===== src/rtl/mem_ifetch_pkg.sv =====
// Shared types and constants for the instruction-fetch memory port.
package mem_ifetch_pkg;

  localparam int XLEN       = 32;
  // The RAM answers one cycle after the address; no other latency is handled.
  localparam int RAM_RD_LAT = 1;

  localparam logic [2:0] INST_BYTES_C    = 3'd2;
  localparam logic [2:0] INST_BYTES_FULL = 3'd4;

  typedef enum logic [1:0] {
    IDLE     = 2'd0,
    WAIT_GNT = 2'd1,
    READ     = 2'd2,
    DONE     = 2'd3
  } state_t;

endpackage


===== src/rtl/mem_ifetch_if.sv =====
// Fetcher/icache request, RAM bus and icache fill signals of the fetch port.
interface mem_ifetch_if;
  import mem_ifetch_pkg::*;

  // bus_req is held from acceptance until the last byte is captured and the
  // arbiter keeps bus_grant high meanwhile; mem_inst_ready is the fill valid,
  // held with mem_inst/mem_inst_addr until a cycle with !stall && !flush.
  logic            fet_req;
  logic [XLEN-1:0] fet_pc;
  logic            bus_grant;
  logic            bus_req;
  logic [7:0]      mem_din;
  logic [XLEN-1:0] mem_a;
  logic            mem_wr;
  logic [7:0]      mem_dout;
  logic            mem_inst_ready;
  logic [XLEN-1:0] mem_inst;
  logic [XLEN-1:0] mem_inst_addr;

  modport master (
    input  fet_req, fet_pc, bus_grant, mem_din,
    output bus_req, mem_a, mem_wr, mem_dout,
    output mem_inst_ready, mem_inst, mem_inst_addr
  );

  modport slave (
    output fet_req, fet_pc, bus_grant, mem_din,
    input  bus_req, mem_a, mem_wr, mem_dout,
    input  mem_inst_ready, mem_inst, mem_inst_addr
  );

endinterface


===== src/rtl/mem_ifetch_assembler.sv =====
// Byte counter, little-endian word assembly and instruction-length decision.
// MEM_IFETCH_C_EXT_EN enables 2-byte compressed fetches; otherwise 4 bytes always.
module mem_byte_assembler
  import mem_ifetch_pkg::*;
(
  input  logic            clk,
  input  logic            rst,
  input  logic            rdy,
  input  logic            active_i,
  input  logic            capture_i,
  input  logic [7:0]      din_i,
  output logic            last_o,
  output logic [2:0]      need_o,
  output logic [XLEN-1:0] word_o
);

  logic [2:0]      cnt_q, cnt_d;
  logic [2:0]      need_q, need_d;
  logic [2:0]      need_now;
  logic [XLEN-1:0] word_q, word_d;

  always_comb begin
    need_now = need_q;
`ifdef MEM_IFETCH_C_EXT_EN
    if (cnt_q == 3'd0) begin
      need_now = (din_i[1:0] != 2'b11) ? INST_BYTES_C : INST_BYTES_FULL;
    end
`endif
    last_o = capture_i && ((cnt_q + 3'd1) == need_now);
    cnt_d  = cnt_q;
    need_d = need_q;
    word_d = word_q;
    if (!active_i) begin
      cnt_d  = 3'd0;
      need_d = INST_BYTES_FULL;
    end else if (capture_i) begin
      cnt_d  = cnt_q + 3'd1;
      need_d = need_now;
      // Byte 0 clears the word so a compressed result has a zero upper half.
      if (cnt_q == 3'd0) begin
        word_d = {{(XLEN-8){1'b0}}, din_i};
      end else begin
        word_d[{cnt_q[1:0], 3'b000} +: 8] = din_i;
      end
    end
  end

  always_ff @(posedge clk) begin
    if (rdy) begin
      if (rst) begin
        cnt_q  <= 3'd0;
        need_q <= INST_BYTES_FULL;
        word_q <= '0;
      end else begin
        cnt_q  <= cnt_d;
        need_q <= need_d;
        word_q <= word_d;
      end
    end
  end

  assign need_o = need_q;
  assign word_o = word_q;

endmodule


===== src/rtl/mem_ifetch.sv =====
// Instruction-fetch RAM reader: bus request/grant FSM, address issue and icache fill.
module mem_ifetch
  import mem_ifetch_pkg::*;
(
  input  logic         clk,
  input  logic         rst,
  input  logic         rdy,
  input  logic         flush,
  input  logic         stall,
  mem_ifetch_if.master bus,
  output state_t       dbg_state_o
);

  state_t          state_q, state_d;
  logic [XLEN-1:0] pc_q, pc_d;
  logic [XLEN-1:0] addr_q, addr_d;
  logic [XLEN-1:0] mem_a_q;
  logic [2:0]      iss_q, iss_d;
  logic            issue;
  logic [XLEN-1:0] issue_addr;
  logic            accept;
  logic            bus_req;
  logic            asm_last;
  logic [2:0]      asm_need;
  logic [XLEN-1:0] asm_word;

  assign accept = rdy && bus.fet_req && !flush;

  always_comb begin
    state_d    = state_q;
    pc_d       = pc_q;
    addr_d     = addr_q;
    iss_d      = iss_q;
    issue      = 1'b0;
    issue_addr = pc_q;
    bus_req    = 1'b0;
    case (state_q)
      IDLE: begin
        bus_req = accept;
        if (bus.fet_req && !flush) pc_d = bus.fet_pc;
        if (accept) begin
          if (bus.bus_grant) begin
            state_d    = READ;
            issue      = 1'b1;
            issue_addr = bus.fet_pc;
            iss_d      = 3'd1;
          end else begin
            state_d = WAIT_GNT;
          end
        end
      end
      WAIT_GNT: begin
        bus_req = 1'b1;
        if (bus.bus_grant && rdy) begin
          state_d = READ;
          issue   = 1'b1;
          iss_d   = 3'd1;
        end
      end
      READ: begin
        bus_req = 1'b1;
        if (iss_q < asm_need) begin
          issue      = 1'b1;
          issue_addr = pc_q + {{(XLEN-3){1'b0}}, iss_q};
          iss_d      = iss_q + 3'd1;
        end
        if (asm_last) begin
          state_d = DONE;
          addr_d  = pc_q;
        end
      end
      DONE: begin
        if (!stall) state_d = IDLE;
      end
      default: state_d = IDLE;
    endcase
    if (flush) state_d = IDLE;
  end

  always_ff @(posedge clk) begin
    if (rdy) begin
      if (rst) begin
        state_q <= IDLE;
        pc_q    <= '0;
        addr_q  <= '0;
        mem_a_q <= '0;
        iss_q   <= 3'd0;
      end else begin
        state_q <= state_d;
        pc_q    <= pc_d;
        addr_q  <= addr_d;
        mem_a_q <= bus.mem_a;
        iss_q   <= iss_d;
      end
    end
  end

  // Every READ cycle carries the byte addressed one cycle earlier.
  mem_byte_assembler u_asm (
    .clk       (clk),
    .rst       (rst),
    .rdy       (rdy),
    .active_i  (state_q == READ),
    .capture_i ((state_q == READ) && !flush),
    .din_i     (bus.mem_din),
    .last_o    (asm_last),
    .need_o    (asm_need),
    .word_o    (asm_word)
  );

  assign bus.bus_req        = bus_req;
  assign bus.mem_a          = issue ? issue_addr : mem_a_q;
  assign bus.mem_wr         = 1'b0;
  assign bus.mem_dout       = 8'h00;
  assign bus.mem_inst_ready = (state_q == DONE);
  assign bus.mem_inst       = asm_word;
  assign bus.mem_inst_addr  = addr_q;
  assign dbg_state_o        = state_q;

endmodule

===== src/flat_wrapper.sv =====
// flat-port wrapper written by rule: the top's interface ports become plain ports
module mem_ifetch_flat import mem_ifetch_pkg::*;
  (clk, rst, rdy, flush, stall, dbg_state_o, bus_fet_req, bus_fet_pc, bus_bus_grant, bus_mem_din, bus_bus_req, bus_mem_a, bus_mem_wr, bus_mem_dout, bus_mem_inst_ready, bus_mem_inst, bus_mem_inst_addr);
  mem_ifetch_if bus_i ();
  input  logic clk;
  input  logic rst;
  input  logic rdy;
  input  logic flush;
  input  logic stall;
  output state_t dbg_state_o;
  input wire logic [$bits(bus_i.fet_req)-1:0] bus_fet_req;
  input wire logic [$bits(bus_i.fet_pc)-1:0] bus_fet_pc;
  input wire logic [$bits(bus_i.bus_grant)-1:0] bus_bus_grant;
  input wire logic [$bits(bus_i.mem_din)-1:0] bus_mem_din;
  output wire logic [$bits(bus_i.bus_req)-1:0] bus_bus_req;
  output wire logic [$bits(bus_i.mem_a)-1:0] bus_mem_a;
  output wire logic [$bits(bus_i.mem_wr)-1:0] bus_mem_wr;
  output wire logic [$bits(bus_i.mem_dout)-1:0] bus_mem_dout;
  output wire logic [$bits(bus_i.mem_inst_ready)-1:0] bus_mem_inst_ready;
  output wire logic [$bits(bus_i.mem_inst)-1:0] bus_mem_inst;
  output wire logic [$bits(bus_i.mem_inst_addr)-1:0] bus_mem_inst_addr;
  assign bus_i.fet_req = bus_fet_req;
  assign bus_i.fet_pc = bus_fet_pc;
  assign bus_i.bus_grant = bus_bus_grant;
  assign bus_i.mem_din = bus_mem_din;
  assign bus_bus_req = bus_i.bus_req;
  assign bus_mem_a = bus_i.mem_a;
  assign bus_mem_wr = bus_i.mem_wr;
  assign bus_mem_dout = bus_i.mem_dout;
  assign bus_mem_inst_ready = bus_i.mem_inst_ready;
  assign bus_mem_inst = bus_i.mem_inst;
  assign bus_mem_inst_addr = bus_i.mem_inst_addr;
  mem_ifetch u_core (.clk(clk), .rst(rst), .rdy(rdy), .flush(flush), .stall(stall), .bus(bus_i), .dbg_state_o(dbg_state_o));
endmodule

===== config.mk =====
export PLATFORM = sky130hd
export DESIGN_NAME = mem_ifetch_flat
export DESIGN_NICKNAME = d
export VERILOG_FILES = /design/src/rtl/mem_ifetch_pkg.sv /design/src/rtl/mem_ifetch_if.sv /design/src/rtl/mem_ifetch_assembler.sv /design/src/rtl/mem_ifetch.sv /design/src/flat_wrapper.sv
export SDC_FILE = /design/constraint.sdc
export NUM_CORES = 1
export LEC_CHECK = 0
export ABC_CLOCK_PERIOD_IN_PS = 5600
export CAP_MARGIN = 0
export CORE_MARGIN = 5
export CORE_UTILIZATION = 53
export DETAILED_ROUTE_END_ITERATION = 10
export PLACE_DENSITY = 0.84
export SYNTH_ARGS = -nofsm -noshare
export SYNTH_HDL_FRONTEND = slang
export SYNTH_SLANG_ARGS = --single-unit

===== constraint.sdc =====
create_clock -name clk -period 5.6 [get_ports clk]
set_clock_uncertainty 0.15 [all_clocks]
set_input_delay 1.12 -clock clk [delete_from_list [all_inputs] [get_ports clk]]
set_output_delay 1.12 -clock clk [all_outputs]
set_load 0.1 [all_outputs]

; Yosys cells after proc, flatten, opt, wreduce, memory -nomap -nowiden
; Index checks and enable logic that the tools add are counted.
[word_totals]
wordCells = 83
output_inout_bits = 109
latch_bits = 0
register_bits = 136
in_bits = 47
ramBits = 0
rom_bits = 0
mem_count = 0
[op_classes]
n_div = 0
reduce_logical = 24
magnitude_cmp = 1
mux = 31
n_bitwise = 1
multipliers = 0
n_shift = 2
eq_ne = 13
addsub = 4
[ops]
columns = operator, n
row1 = 32-bit 2-to-1 mux, 11
row2 = 32-bit one-hot mux with 2 select lines, 1
row3 = 32-bit by 3-bit adder with 32-bit output, 1
row4 = 32-bit bitwise mux, 1
row5 = "8-bit by 7-bit variable shift with 32-bit output, first input constant", 1
row6 = 8-bit by 7-bit indexed part select with 32-bit output, 1
row7 = 3-bit 2-to-1 mux, 5
row8 = "3-bit by 2-bit != test with 1-bit output, second input constant", 4
row9 = "4-bit by 3-bit != test with 1-bit output, second input constant", 3
row10 = 2-bit 2-to-1 mux, 5
row11 = 2-bit nonzero test, 5
row12 = 3-bit one-hot mux with 3 select lines, 1
row13 = 3-bit AND reduction, 3
row14 = 2-bit one-hot mux with 4 select lines, 1
row15 = 5-bit negator with 7-bit output, 1
row16 = "3-bit by 1-bit adder with 3-bit output, second input constant", 2
row17 = 1-bit logical AND, 6
row18 = 6-bit AND reduction, 1
row19 = 2-bit OR reduction, 3
row20 = 5-bit AND reduction, 1
row21 = "2-bit equality test, second input constant", 2
row22 = 1-bit 2-to-1 mux, 4
row23 = "4-bit != test, second input constant", 1
row24 = 4-bit nonzero test, 1
row25 = other kinds (11), 11

; Longest topological paths before layout
[depth]
word_depth = 6
depth_mapped = 9
ltp_nobuf = 7

; Cells and area by module
; A second synthesis with hierarchy kept.
[unflattened]
hier_cells = 697
area_unflattened_um2 = 7694.9
[by_module_without_submodules]
columns = mod, cells_each, n_inst, seq_area_each_um2, area_each_um2
row1 = mem_ifetch, 543, 1, 3032.9, 5893.2
row2 = mem_byte_assembler, 154, 1, 1051.0, 1801.7

; Least setup slack after synthesis
; Ideal clock, no wire load.
[synth_path]
path_type = reg2out
from = reg u_core.state_q[1] (netlist: u_core.dbg_state_o[1])
to = out bus_mem_a[29]
arrival_time_ns = 4.777
slack_ns = -0.447
t_required_ns = 4.330
stages_incl_launch_ff = 6
path_cell_list = edfxtp_1 ha_1 clkbuf_1 buf_1 nor4b_1 nor3_1
[synth_between]
elab_chain_len = 3
[synth_lines]
columns = item, line_no
row1 = start: declaration, mem_ifetch.sv:14  ; state_t state_q, state_d;
row2 = start signal: assignment, mem_ifetch.sv:89  ; state_q <= state_d;
row3 = "2-bit equality test, or another cell as far along", mem_ifetch.sv:37  ; case (state_q)
row4 = 1-bit one-hot mux with 3 select lines / 32-bit one-hot mux with 2 select lines (equally long branches), mem_ifetch.sv:37
row5 = 32-bit 2-to-1 mux *, mem_ifetch.sv:112  ; assign bus.mem_a = issue ? issue_addr : mem_a_q;
row6 = end: declaration, flat_wrapper.sv:16  ; output wire logic [$bits(bus_i.mem_a)-1:0] bus_mem_a;
; Mark *: on every way between the ends. The rest lies on a longest branch, timed or not.

; Worst setup path after layout
[layout_path]
from = in flush
to = out bus_mem_a[27]
[layout_between]
elab_chain_len = 5
[layout_lines]
columns = item, line_no
row1 = start: declaration, flat_wrapper.sv:8  ; input logic flush;
row2 = 1-bit zero test *, mem_ifetch.sv:27  ; assign accept = rdy && bus.fet_req && !flush;
row3 = 1-bit logical AND *, mem_ifetch.sv:27
row4 = 1-bit 2-to-1 mux / 32-bit 2-to-1 mux (equally long branches), mem_ifetch.sv:41  ; if (accept) begin
row5 = 1-bit one-hot mux with 3 select lines / 32-bit one-hot mux with 2 select lines (equally long branches), mem_ifetch.sv:37
row6 = 32-bit 2-to-1 mux *, mem_ifetch.sv:112
; Marks and branches as above.

==> out/metrics.cfg <==
[outcome]
status = complete, no violations

[clocking]
clock-sinks = 136
holdBufCountCts = 0
post-cts-setup-buffers = 0
root_buffer = clkbuf_16
post_cts_resized = 0
clk_pin_slew_worst_paths_ps = 60
h-tree-depth = 4
cts_tree = yes
clk_path_buf_depth = 2
cts_made_buffers = 17
clk_latency_ps = 430

[critical_path]
cp_max_fo = 8
crit_path_end_kind = primary output
arrival_ps = 3770
crit_type = primary input to primary output
required_ps = 4330
start_kind = primary input

[global_route]
first_global_vias = 6746
gr-total-overflow = 0
grt_pass1_wl_um = 37300
grt_usage = 0.2679
antenna_found_initial = 0
grt_max_degree = 82

[drt]
antenna_left = 0
routed_wl_um = 23890
vias = 7027
firstDrtPassIters = 6
drc = 0
drtIter0Drc = 986
routed_via_density = 6.308
wire_per_inst_um = 21.44

[flow_run]
maxCapViolations = 0

[worst_hold_path]
min_path_type = flip-flop to flip-flop

[floorplanning]
die_area_um2 = 17600
dieHeight_um = 132.7
ios = 156
std_cell_rows = 44
core_area_um2 = 14640
die_x_um = 132.7
start_util = 0.5444

[yosys]
synth_largest_area_cell = edfxtp_1
async_flop_share = 0
synth.most_common_cell = edfxtp_1
ys_ff_latch = 136
synth_cell_types = 61
synth_common_cells = 136 x edfxtp_1, 95 x nor2_1, 88 x nor2b_1
synth_edf_count = 136
syn_avg_cell_area_um2 = 10.08
ys.flop_type = edfxtp_1
yosys_warnings = 0
yosysSeqAreaShare = 0.5122
syn_area_um2 = 7973
synthTopCellsByArea = edfxtp_1 51%, nor2b_1 6.9%, nor2_1 4.5%, a21oi_1 3.2%, nand2_1 2.4%
syn_inst = 791
synth_top_area_frac = 0.5122

[placed_design]
dp_hpwl_um = 16540
globalplace.congestion = 0.9474
numPortBuffers = 146

[sta]
finalCriticalPeriod_ps = 5039
slew_viol_final = 0
rsz0062_at_grt = no
worst_pin_slew_ps = 1372
timing.final.crit_share = 0.8998
finalHoldViolations = 0
relSlewSlack = 0.07252
tns_ps = 0
max_freq_ghz = 0.1984
final-setup-viol-count = 0

[pwr]
ir_drop_mv = 0.2411
power_density_nw_per_um2 = 322.0
cellLeakagePower_uw = 0.003743

[cells_and_area]
postLayoutCoreUtil = 0.7140
layout.nets = 981
area_growth_pct = 31.15
diodes = 0
layout-drive-gt1-share = 0.1075

-- final timing paths --
| check | depth (start not counted) | slack [ps] | start | to |
|---|---|---|---|---|
| max | 8 | 560 | flush | bus_mem_a[27] |
| min | 2 | 480 | u_core.u_asm.word_o[2] | u_core.u_asm.word_o[2] |
| max reg2reg | 7 | 2140 | u_core.iss_q[2] | u_core.mem_a_q[27] |
| min reg2reg | 2 | 480 | u_core.u_asm.word_o[2] | u_core.u_asm.word_o[2] |
-- layout by cell type (no fill, tap or decap), drive strengths merged, types with 11 or more instances in the layout --
cell,instances
nor2,95
a21oi,52
nand2,51
edfxtp,136
inv,19
clkdlybuf4s50,111
nor3,32
nand3,13
a211oi,22
o21ai,12
nand2b,12
buf,51
nor4,23
nor2b,88
ha,14
nand4,11
clkbuf,17
a31oi,17
-- final cells by class --
class                      count  area [µm²]
sequential                   136        4084
multi-input combinational    584        3612
timing repair buffer         162        1904
fill                        1006        4188
clock inverter                13       132.6
inverter                      18       67.56
tap                          184       230.2
clock buffer                  17       425.4
-- routing by layer --
metal  up-vias  track usage  routed length, µm
met5         -            0                  0
met4         0      0.06351                388
met3        40      0.06492               2542
met2       495       0.4126              10920
met1      3307       0.3856              10040
li1       3185            -                  -
-- logic make-up after synthesis --
group | Yosys count | share of synthesized area
AOI/OAI and AO/OA | 170 | 0.1428
xor gates and xnor gates | 9 | 0.009888
adders and majority gates | 15 | 0.02448
buffers and inverters | 79 | 0.04410
DFF | 136 | 0.5122
muxes | 15 | 0.01977
other | 1 | 0.0004704
and+or+nand+nor | 366 | 0.2462
-- flip-flops by register name, indices dropped and copies added, names as in the netlist --
register                  cells
u_core.bus.mem_inst_addr     32
u_core.iss_q                  3
u_core.u_asm.cnt_q            3
u_core.pc_q                  32
u_core.u_asm.word_o          32
u_core.dbg_state_o            2
u_core.mem_a_q               32
-- power breakdown --
group          total [µW]  internal, µW  switching [µW]
logic                1030           306             729
registers            1240          1200            44.3
clock network        1090           645             447
-- critical path, cell delays in order --
cell             delay (ps)
clkdlybuf4s50_1         560
nand4b_1                450
nor2_1                  240
o21bai_1                 90
buf_4                   180
a2111oi_0               790
nor3_2                  130
buf_12                  210
-- per-stage QoR --
| stage | std cells | setup slack, ps | area, µm² | total power, µW | hold WS (ps) |
|---|---|---|---|---|---|
| finish | 1114 | 560.9 | 10460 | 3367 | 478.9 |
| global route | 1114 | 368.6 | 10460 | 3469 | 489.6 |
| CTS | 1114 | 634.1 | 10460 | 3362 | 476.3 |
| detailed placement | 1084 | 635.2 | 9898 | 2284 | 462.1 |
| global placement | 1084 | 735.7 | 9898 | 2269 | 443.0 |
| floorplan | 799 | 88.36 | 8018 | 1950 | 420.9 |
Power figures use the tool's default switching activity.
